**src/rtl/playlist_pkg.sv**
```systemverilog
// Shared types for the playlist controller: FSM state encoding and the
// same-edge input priority used to pick one event per cycle.
package playlist_pkg;

    typedef enum logic [1:0] {
        PAUSED   = 2'd0,
        PLAYING  = 2'd1,
        SWITCH_P = 2'd2,
        SWITCH_R = 2'd3
    } state_t;

    typedef enum logic [2:0] {
        EV_NONE = 3'd0,
        EV_NEXT = 3'd1,
        EV_PREV = 3'd2,
        EV_DONE = 3'd3,
        EV_PLAY = 3'd4
    } event_t;

    // Priority next > prev > song_done > play; lower events on the same edge are dropped.
    function automatic event_t pick_event(input logic next_b, input logic prev_b,
                                          input logic done, input logic play_b);
        event_t ev;
        ev = EV_NONE;
        if (next_b)      ev = EV_NEXT;
        else if (prev_b) ev = EV_PREV;
        else if (done)   ev = EV_DONE;
        else if (play_b) ev = EV_PLAY;
        return ev;
    endfunction

endpackage

```
**src/rtl/song_index_counter.sv**
```systemverilog
// Registered index counter with modulo-NUM_SONGS wrap in both directions.
module song_index_counter #(
    parameter int NUM_SONGS = 4,
    parameter int SONG_W    = 2
) (
    input  logic              clk,
    input  logic              reset,
    input  logic              inc,
    input  logic              dec,
    input  logic              load_zero,
    output logic [SONG_W-1:0] index
);

    localparam logic [SONG_W-1:0] LAST = SONG_W'(NUM_SONGS - 1);

    always_ff @(posedge clk) begin
        if (reset || load_zero)
            index <= '0;
        else if (inc)
            index <= (index == LAST) ? '0 : index + SONG_W'(1);
        else if (dec)
            index <= (index == '0) ? LAST : index - SONG_W'(1);
    end

endmodule

```
**src/rtl/playlist_ctrl.sv**
```systemverilog
// Playback controller: play/pause, next/prev, repeat-one and auto-advance,
// emitting a one-cycle restart pulse to the song reader on every song switch.
module playlist_ctrl
    import playlist_pkg::*;
#(
    parameter int NUM_SONGS    = 4,
    parameter int SONG_W       = 2,
    parameter int AUTO_ADVANCE = 1
) (
    input  logic              clk,
    input  logic              reset,
    input  logic              play_button,
    input  logic              next_button,
    input  logic              prev_button,
    input  logic              repeat_button,
    input  logic              song_done,
    output logic              play,
    output logic              reset_player,
    output logic [SONG_W-1:0] current_song,
    output logic              repeat_mode
);

    state_t state, next_state;
    event_t ev;
    logic   inc, dec;

    always_comb begin
        next_state = state;
        inc        = 1'b0;
        dec        = 1'b0;
        ev         = pick_event(next_button, prev_button, song_done, play_button);
        case (state)
            PAUSED: begin
                case (ev)
                    EV_NEXT: begin inc = 1'b1; next_state = SWITCH_P; end
                    EV_PREV: begin dec = 1'b1; next_state = SWITCH_P; end
                    EV_PLAY: next_state = PLAYING;
                    default: ;
                endcase
            end
            PLAYING: begin
                case (ev)
                    EV_NEXT: begin inc = 1'b1; next_state = SWITCH_P; end
                    EV_PREV: begin dec = 1'b1; next_state = SWITCH_P; end
                    EV_PLAY: next_state = PAUSED;
                    EV_DONE: begin
                        if (repeat_mode) begin
                            next_state = SWITCH_R;
                        end else begin
                            inc        = 1'b1;
                            next_state = (AUTO_ADVANCE != 0) ? SWITCH_R : SWITCH_P;
                        end
                    end
                    default: ;
                endcase
            end
            SWITCH_P: next_state = PAUSED;
            SWITCH_R: next_state = PLAYING;
            default:  next_state = PAUSED;
        endcase
    end

    // Outputs are decoded from next_state so they update on the same edge as the state.
    always_ff @(posedge clk) begin
        if (reset) begin
            state        <= PAUSED;
            play         <= 1'b0;
            reset_player <= 1'b0;
            repeat_mode  <= 1'b0;
        end else begin
            state        <= next_state;
            play         <= (next_state == PLAYING);
            reset_player <= (next_state == SWITCH_P) || (next_state == SWITCH_R);
            if (repeat_button)
                repeat_mode <= ~repeat_mode;
        end
    end

    song_index_counter #(
        .NUM_SONGS(NUM_SONGS),
        .SONG_W   (SONG_W)
    ) u_index (
        .clk      (clk),
        .reset    (reset),
        .inc      (inc),
        .dec      (dec),
        .load_zero(1'b0),
        .index    (current_song)
    );

endmodule

```
**config.mk**
```make
export PLATFORM = sky130hd
export DESIGN_NAME = playlist_ctrl
export DESIGN_NICKNAME = d
export VERILOG_FILES = /design/src/rtl/playlist_pkg.sv /design/src/rtl/song_index_counter.sv /design/src/rtl/playlist_ctrl.sv
export SDC_FILE = /design/constraint.sdc
export NUM_CORES = 1
export LEC_CHECK = 0
export CORE_AREA = 2 2 39 41
export CTS_BUF_LIST = sky130_fd_sc_hd__clkbuf_8
export DETAILED_ROUTE_END_ITERATION = 10
export DIE_AREA = 0 0 41 43
export HOLD_SLACK_MARGIN = 0.12
export PLACE_DENSITY = 0.57
export SLEW_MARGIN = 20
export SYNTH_ARGS = -nofsm -noshare
export SYNTH_HDL_FRONTEND = slang
export SYNTH_SLANG_ARGS = --single-unit
```
**constraint.sdc**
```tcl
create_clock -name clk -period 2 [get_ports clk]
set_clock_uncertainty 0.05 [all_clocks]
set_input_delay 0.5 -clock clk [delete_from_list [all_inputs] [get_ports clk]]
set_output_delay 0.5 -clock clk [all_outputs]
set_load 0.01 [all_outputs]
```
* After elaboration in Yosys (flattened, before gate mapping)
Cells that the tools add are included.
Storage, ports and cells: output and inout bits 5, register bits 7, logic and storage cells 42
Operators by class: multiplexer cells 17, bitwise operators 1, add/sub/neg operators 2, eq/ne operators 11, reductions and logical operators 6
Operator list (count):
- $mux 3 | 4
- $eq 2x2->1 const B | 5
- $mux 2 | 4
- $pmux 2 s4 | 1
- $eq 3x2->1 const B | 2
- $pmux 2 s3 | 1
- $eq 2x1->1 const B | 2
- $logic_not 2->1 | 2
- $mux 1 | 4
- $pmux 1 s2 | 2
- $pmux 2 s2 | 1
- $reduce_or 2->1 | 2
- $eq 3x1->1 const B | 1
- $eq 3x3->1 const B | 1
- $add 2x1->2 const B | 1
- $reduce_bool 2->1 | 1
- $sub 2x1->2 const B | 1
- $logic_or 1x1->1 | 1
- $not 1->1 | 1

* Depth between registers and ports, before layout
Gate-level depths: netlist of run 1.
word-level depth 10, mapped depth 4, gate-level depth less buffers 4

* By module
A second synthesis of run 1 with hierarchy kept.
Second synthesis, totals: cell total of the unflattened synthesis 31, area, all modules 291.5 µm²
By module, submodules not included:
- playlist_ctrl | cells an instance 21, area an instance 188.9 µm², times used 1
- song_index_counter | cells an instance 10, area an instance 102.6 µm², times used 1

* Worst setup path before layout of run 1
Ideal clock, no wire load.
path type input to register, from input port prev_button, to register u_index.index[1], slack 0.741 ns, setup time 0.086 ns, arrival time 1.123 ns, stages on the path 4, buffers on the path 0, path through and4bb_1 nor2_2 xnor2_1 a211oi_1
Between the ends: longest elaborated chain between the ends 6, elaborated cells between the ends (all ways) 12, classes of those cells eq/ne (3); mux (8); reduce/logical (1)
Ends and longest elaborated chain:
- from (decl) | RTL line playlist_ctrl.sv:14 | input logic prev_button,
- $mux 3 (*) | RTL line playlist_pkg.sv:26 | else if (prev_b) ev = EV_PREV;
- $mux 3 (*) | RTL line playlist_pkg.sv:25 | if (next_b) ev = EV_NEXT;
- $eq 3x2->1 (tied with other cells) | RTL line playlist_ctrl.sv:42 | case (ev)
- $pmux 1 s2 (tied with other cells) | RTL line playlist_ctrl.sv:42
- $pmux 1 s2 or $mux 1 (tied branches)
- $mux 2 or $reduce_bool 2->1 (tied branches)
- to (signal assigned) | RTL line song_index_counter.sv:20 | index <= (index == LAST) ? '0 : index + SONG_W'(1);
- to (signal assigned) | RTL line song_index_counter.sv:22 | index <= (index == '0) ? LAST : index - SONG_W'(1);
- to (decl) | RTL line song_index_counter.sv:11 | output logic [SONG_W-1:0] index
Mark *: on every way between the ends. The rest lies on a longest branch, timed or not. A chain may end at the register's enable or synchronous reset.

* Worst setup path in the final report of run 1
from register u_index.index[0], to output port current_song[0]
RTL lines:
- to (decl) | RTL line playlist_ctrl.sv:19 | output logic [SONG_W-1:0] current_song,
No word-level cell between the ends.

==> results.cfg, run 1 <==
[placement]
place_congestion = 0.650
port_buffers = 11
place_area_sq_um = 487
dp_cells = 66
dpl.hpwl_um = 524

[sta]
tightest_slew_ns = 0.322
setup_violations = 0
max_freq_ghz = 0.581
finalCritPeriodShare_pct = 86.0
slew_headroom_pct = 78.5
finalCriticalPeriod_ns = 1.72
grt_setup_unrepaired = no
fin_tns_setup_ns = 0
finalMaxSlewViolations = 0
hold_viol_final = 0

[min_path]
hold_class = flip-flop to flip-flop
min_from = state[1]
hold_depth = 1
min_to = state[1]

[cts]
cts_resized = 0
cts_tree = built
htreeDepth = 1
root_buffer = clkbuf_8
numCtsBuffers = 3
path_clk_slew_ns = 0.04
cts.sinks = 7
holdBufCountCts = 0
post-cts-setup-buffers = 0
clock_latency_ns = 0.23
clock_path_buffers = 2

[die]
start_util_pct = 25.5
die_h_um = 43
num_rows = 14
die-area_sq_mm = 0.00176
die-width_um = 41
pin_count = 12
core_sq_mm = 0.00138

[flow_run]
drv_cap = 0

[critical_path]
slowest_delay_ns = 0.56
critPathLaunchType = flip-flop
rr_endpoint = u_index.index[1]
cpMaxStageDelayCell = clkdlybuf4s50_1
cp_top_family = buffers and inverters
path_class = flip-flop to primary output
r2r_cells = 4
timing.rr.start = u_index.index[0]
cp_max_fo = 5
crit_required_ns = 1.45
cp_num_buf_inv = 1
cp-end-kind = primary output
worstPathArrival_ns = 1.17
r2r_setup_slack_ns = 0.76
cp_cell_sequence = clkdlybuf4s50_1

[synthesis]
ys_seq_area_share_pct = 39.7
ys_seq_elements = 7
synth_cell_type_count = 20
syn_avg_cell_area_sq_um = 9.05
synth.net_count = 48
yosys_warnings = 0
synthesis.area_sq_um = 353
syn_inst = 39

[layout]
drive_gt1_share_pct = 13.0
n_antenna_cell = 0
area_growth_pct = 50.7
final_cell_area_sq_um = 532
post-route-util_pct = 38.4
layout.nets = 64
finalNonFillerCells = 70
num-fill-cells = 150
final_common_cell = clkdlybuf4s50_1
final_cell_mix = clkdlybuf4s50_1, dfxtp_1, nor2_1

[global_route]
grt_pass1_wl_um = 1080
globalRouteOverflowTotal = 0
grt.total_usage_pct = 10.2
first_global_vias = 268
grt_max_degree = 10
antenna_found_initial = 0

[route]
avgViaCountPerCell = 4.81
drt_pass1_iterations = 2
finalWirelength_um = 719
vias = 337
drt_iter0_drc = 7
drc = 0
ant_nets = 0
wl_per_cell_um = 10.3

[outcome]
status = finished, final reports clean

[pwr]
powerDensity_mw_per_mm2 = 858
internal_power_mw = 0.343
power_frac_clock_pct = 42.5
total_leakage_power_nw = 0.204
p_sw_share_pct = 24.8
p_sw_mw = 0.113
vdd_ir_drop_max_mv = 0.348
power_frac_seq_pct = 37.0
pwr-share-comb_pct = 20.6
## cell usage after synthesis, drive strengths merged
cell / number / area, sq um
o21ai: 1 / 5.00
mux2i: 1 / 10.0
clkbuf: 1 / 3.75
nand4b: 1 / 8.76
nand2: 3 / 11.3
a21oi: 3 / 15.0
nand3: 1 / 5.00
or4: 1 / 7.51
o311ai: 1 / 8.76
nand3b: 1 / 7.51
a211oi: 3 / 22.5
and4bb: 1 / 12.5
inv: 2 / 7.51
nor2: 6 / 27.5
ha: 2 / 25.0
nor2b: 1 / 6.26
mux2: 1 / 11.3
dfxtp: 7 / 140
xnor2: 2 / 17.5
## cell families after synthesis
family	share of synthesized area [%]
fa+ha+maj	7.09
compound gates	14.5
simple gates	24.5
flops	39.7
buf+inv	3.19
mux	6.03
xor+xnor	4.97
## stage by stage
stage	hold WS (ns)	total power [mW]	setup slack, ns
after CTS	0.486	0.466	0.266
after detailed placement	0.477	0.265	0.154
final	0.489	0.456	0.280
after floorplan	0.437	0.218	0.741
after global placement	0.482	0.263	0.176
after global routing	0.519	0.481	0.221
## layout make-up
type                       instances  area [sq um]  share of cell area (%)
inverter                           2          7.51                    1.41
tap                               16          20.0                    3.76
timing repair buffer              12           118                    22.1
multi-input combinational         29           201                    37.9
clock buffer                       3          41.3                    7.76
clock inverter                     1          3.75                   0.706
sequential                         7           140                    26.4
## state kept, by name (all words and copies together) (netlist names)
register / flops
state: 2
u_index.index: 2
play: 1
repeat_mode: 1
reset_player: 1
## metal layers
metal,track usage (%),vias up,part of all wire [%]
li1,-,168,-
met1,10.6,153,44
met2,12.8,11,45
met3,7.85,5,7.6
met4,8.00,0,2.6
met5,0,-,0
## how the worst max path moves through the flow
stage,to,depth (start not counted),start
after floorplan,u_index.index[1],4,prev_button
after global placement,u_index.index[1],5,song_done
after detailed placement,u_index.index[1],5,song_done
after CTS,current_song[0],1,u_index.index[0]
after global routing,current_song[0],1,u_index.index[0]
final,current_song[0],1,u_index.index[0]
## power groups by stage
stage	Sequential (mW)	Combinational, mW	Clock [mW]
after floorplan	0.174	0.0446	0
after global placement	0.171	0.0925	0
after detailed placement	0.171	0.0943	0
after CTS	0.169	0.0947	0.203
after global routing	0.171	0.105	0.206
final	0.169	0.0938	0.194
Power figures use the tool's default switching activity.
==> run 2: changes to the inputs <==
==> constraint.sdc (replaced) <==
create_clock -name clk -period 1.66 [get_ports clk]
set_clock_uncertainty 0.05 [all_clocks]
set_input_delay 0.415 -clock clk [delete_from_list [all_inputs] [get_ports clk]]
set_output_delay 0.415 -clock clk [all_outputs]
set_load 0.01 [all_outputs]
==> run 2 against run 1 <==
Non-clock buffer count up 2. Clock-buffer cell count unchanged. Worst hold slack worse by 0.014 ns. Clock power up 21%. Sequential share of layout area down 0.67 points. Largest power group unchanged. Via count down 3.6%. Utilization up 1.4 points.
==> results.cfg, run 2 (synthesis results as in run 1) <==
[layout]
largestRegisters = state (2), u_index.index (2)
final_common_cell = clkdlybuf4s50_1
drive_gt1_share_pct = 17.9
finalNonFillerCells = 72
area_growth_pct = 56.0
num-fill-cells = 158
n_antenna_cell = 0
layout.nets = 66
post-route-util_pct = 39.8
final_cell_mix = clkdlybuf4s50_1, dfxtp_1, nor2_1

[critical_path]
startpoint = repeat_mode
crit_required_ns = 1.19
cp_cell_sequence = clkdlybuf4s50_1
path_class = flip-flop to primary output
r2r_cells = 4
cp_num_buf_inv = 1
cp_max_fo = 4
cpMaxStageDelayCell = clkdlybuf4s50_1
slowest_delay_ns = 0.56
cp-end-kind = primary output
rr_endpoint = play
worstPathArrival_ns = 1.15
critPathLaunchType = flip-flop
cp_top_family = buffers and inverters
r2r_setup_slack_ns = 0.42
timing.rr.start = state[0]

[global_route]
grt.total_usage_pct = 10.4
first_global_vias = 301
grt_pass1_wl_um = 1150
globalRouteOverflowTotal = 0
grt_max_degree = 8
antenna_found_initial = 0

[placement]
place_congestion = 0.708
dpl.hpwl_um = 542
dp_cells = 68
port_buffers = 11

[sta]
slew_headroom_pct = 79.3
finalCritPeriodShare_pct = 97.5
finalMaxSlewViolations = 0
finalCriticalPeriod_ns = 1.62
hold_viol_final = 0
tightest_slew_ns = 0.311
setup_violations = 0
max_freq_ghz = 0.618
grt_setup_unrepaired = no

[die]
die-area_sq_mm = 0.00176
die-width_um = 41
pin_count = 12
num_rows = 14
die_h_um = 43
core_sq_mm = 0.00138
start_util_pct = 25.5

[pwr]
internal_power_mw = 0.416
total_leakage_power_nw = 0.228
vdd_ir_drop_max_mv = 0.312
p_sw_mw = 0.139
powerDensity_mw_per_mm2 = 1010
pwr-share-comb_pct = 20.8
power_frac_seq_pct = 36.9
power_frac_clock_pct = 42.3
p_sw_share_pct = 25.0

[cts]
numCtsBuffers = 3
cts_tree = built
htreeDepth = 1
holdBufCountCts = 0
path_clk_slew_ns = 0.04
root_buffer = clkbuf_8
cts.sinks = 7
clock_path_buffers = 2
clock_latency_ns = 0.23

[min_path]
min_from = state[1]
hold_depth = 1
min_to = reset_player
hold_class = flip-flop to flip-flop

[route]
finalWirelength_um = 735
drc = 0
drt_iter0_drc = 5
ant_nets = 0
vias = 325
drt_pass1_iterations = 2
wl_per_cell_um = 10.2
avgViaCountPerCell = 4.51

[flow_run]
drv_cap = 0

[outcome]
status = finished, final reports clean
run 2: cell types whose count changed in the layout (fill, tap and decap cells not counted), sizes merged:
cell           previous run  this run
clkdlybuf4s50            11        10
buf                       1         3
dlymetal6s2s              0         1
run 2: power groups by stage:
stage,logic (mW),registers [mW],clock network [mW]
after global placement,0.116,0.206,0
after CTS,0.117,0.205,0.244
after floorplan,0.0537,0.210,0
after global routing,0.129,0.207,0.252
after detailed placement,0.116,0.207,0
final,0.115,0.205,0.235
run 2: stage by stage:
stage	power, mW	TNS [ns]	cell area (sq um)	setup WS, ns	hold slack (ns)
final	0.555	0	551	0.0416	0.475
after global routing	0.588	0	551	0.0120	0.500
after CTS	0.566	0	548	0.0222	0.474
after detailed placement	0.323	-0.217	502	-0.0999	0.465
after global placement	0.322	-0.132	502	-0.0480	0.476
after floorplan	0.263	0	353	0.432	0.437
run 2: worst max-delay path by stage:
stage,end,slack [ns],depth (start not counted)
detailed placement,u_index.index[1],-0.1,5
finish,repeat_mode,0.04,1
global route,u_index.index[1],0.01,5
CTS,current_song[1],0.02,1
global placement,u_index.index[1],-0.05,5
floorplan,u_index.index[1],0.43,4
run 2: final cells by class:
cell class / count / area [sq um] / area share (%)
Multi-Input combinational cell: 29 / 201 / 36.6
Sequential cell: 7 / 141 / 25.7
Timing Repair Buffer: 14 / 135 / 24.5
Clock buffer: 3 / 41.3 / 7.50
Tap cell: 16 / 20.0 / 3.64
Inverter: 2 / 7.51 / 1.36
Clock inverter: 1 / 3.75 / 0.682
run 2: repair_timing:
item                       in CTS  in global routing
setup buffers                   0                  0
setup endpoints to repair       1                  1
gates resized for setup         1                  1
run 2: worst register-to-register path, stage by stage (launching register included):
cell and delay (ns):
dfxtp_1 0.36, nor2_2 0.14, mux2i_1 0.07, or4_1 0.41, a21oi_1 0.15
run 2: routing by layer:
metal / up-vias / track usage [%] / wire (um)
met5: - / 0 / 0
met4: 0 / 12.0 / 7
met3: 2 / 3.14 / 33
met2: 8 / 14.1 / 339
met1: 141 / 11.3 / 355
li1: 174 / - / -
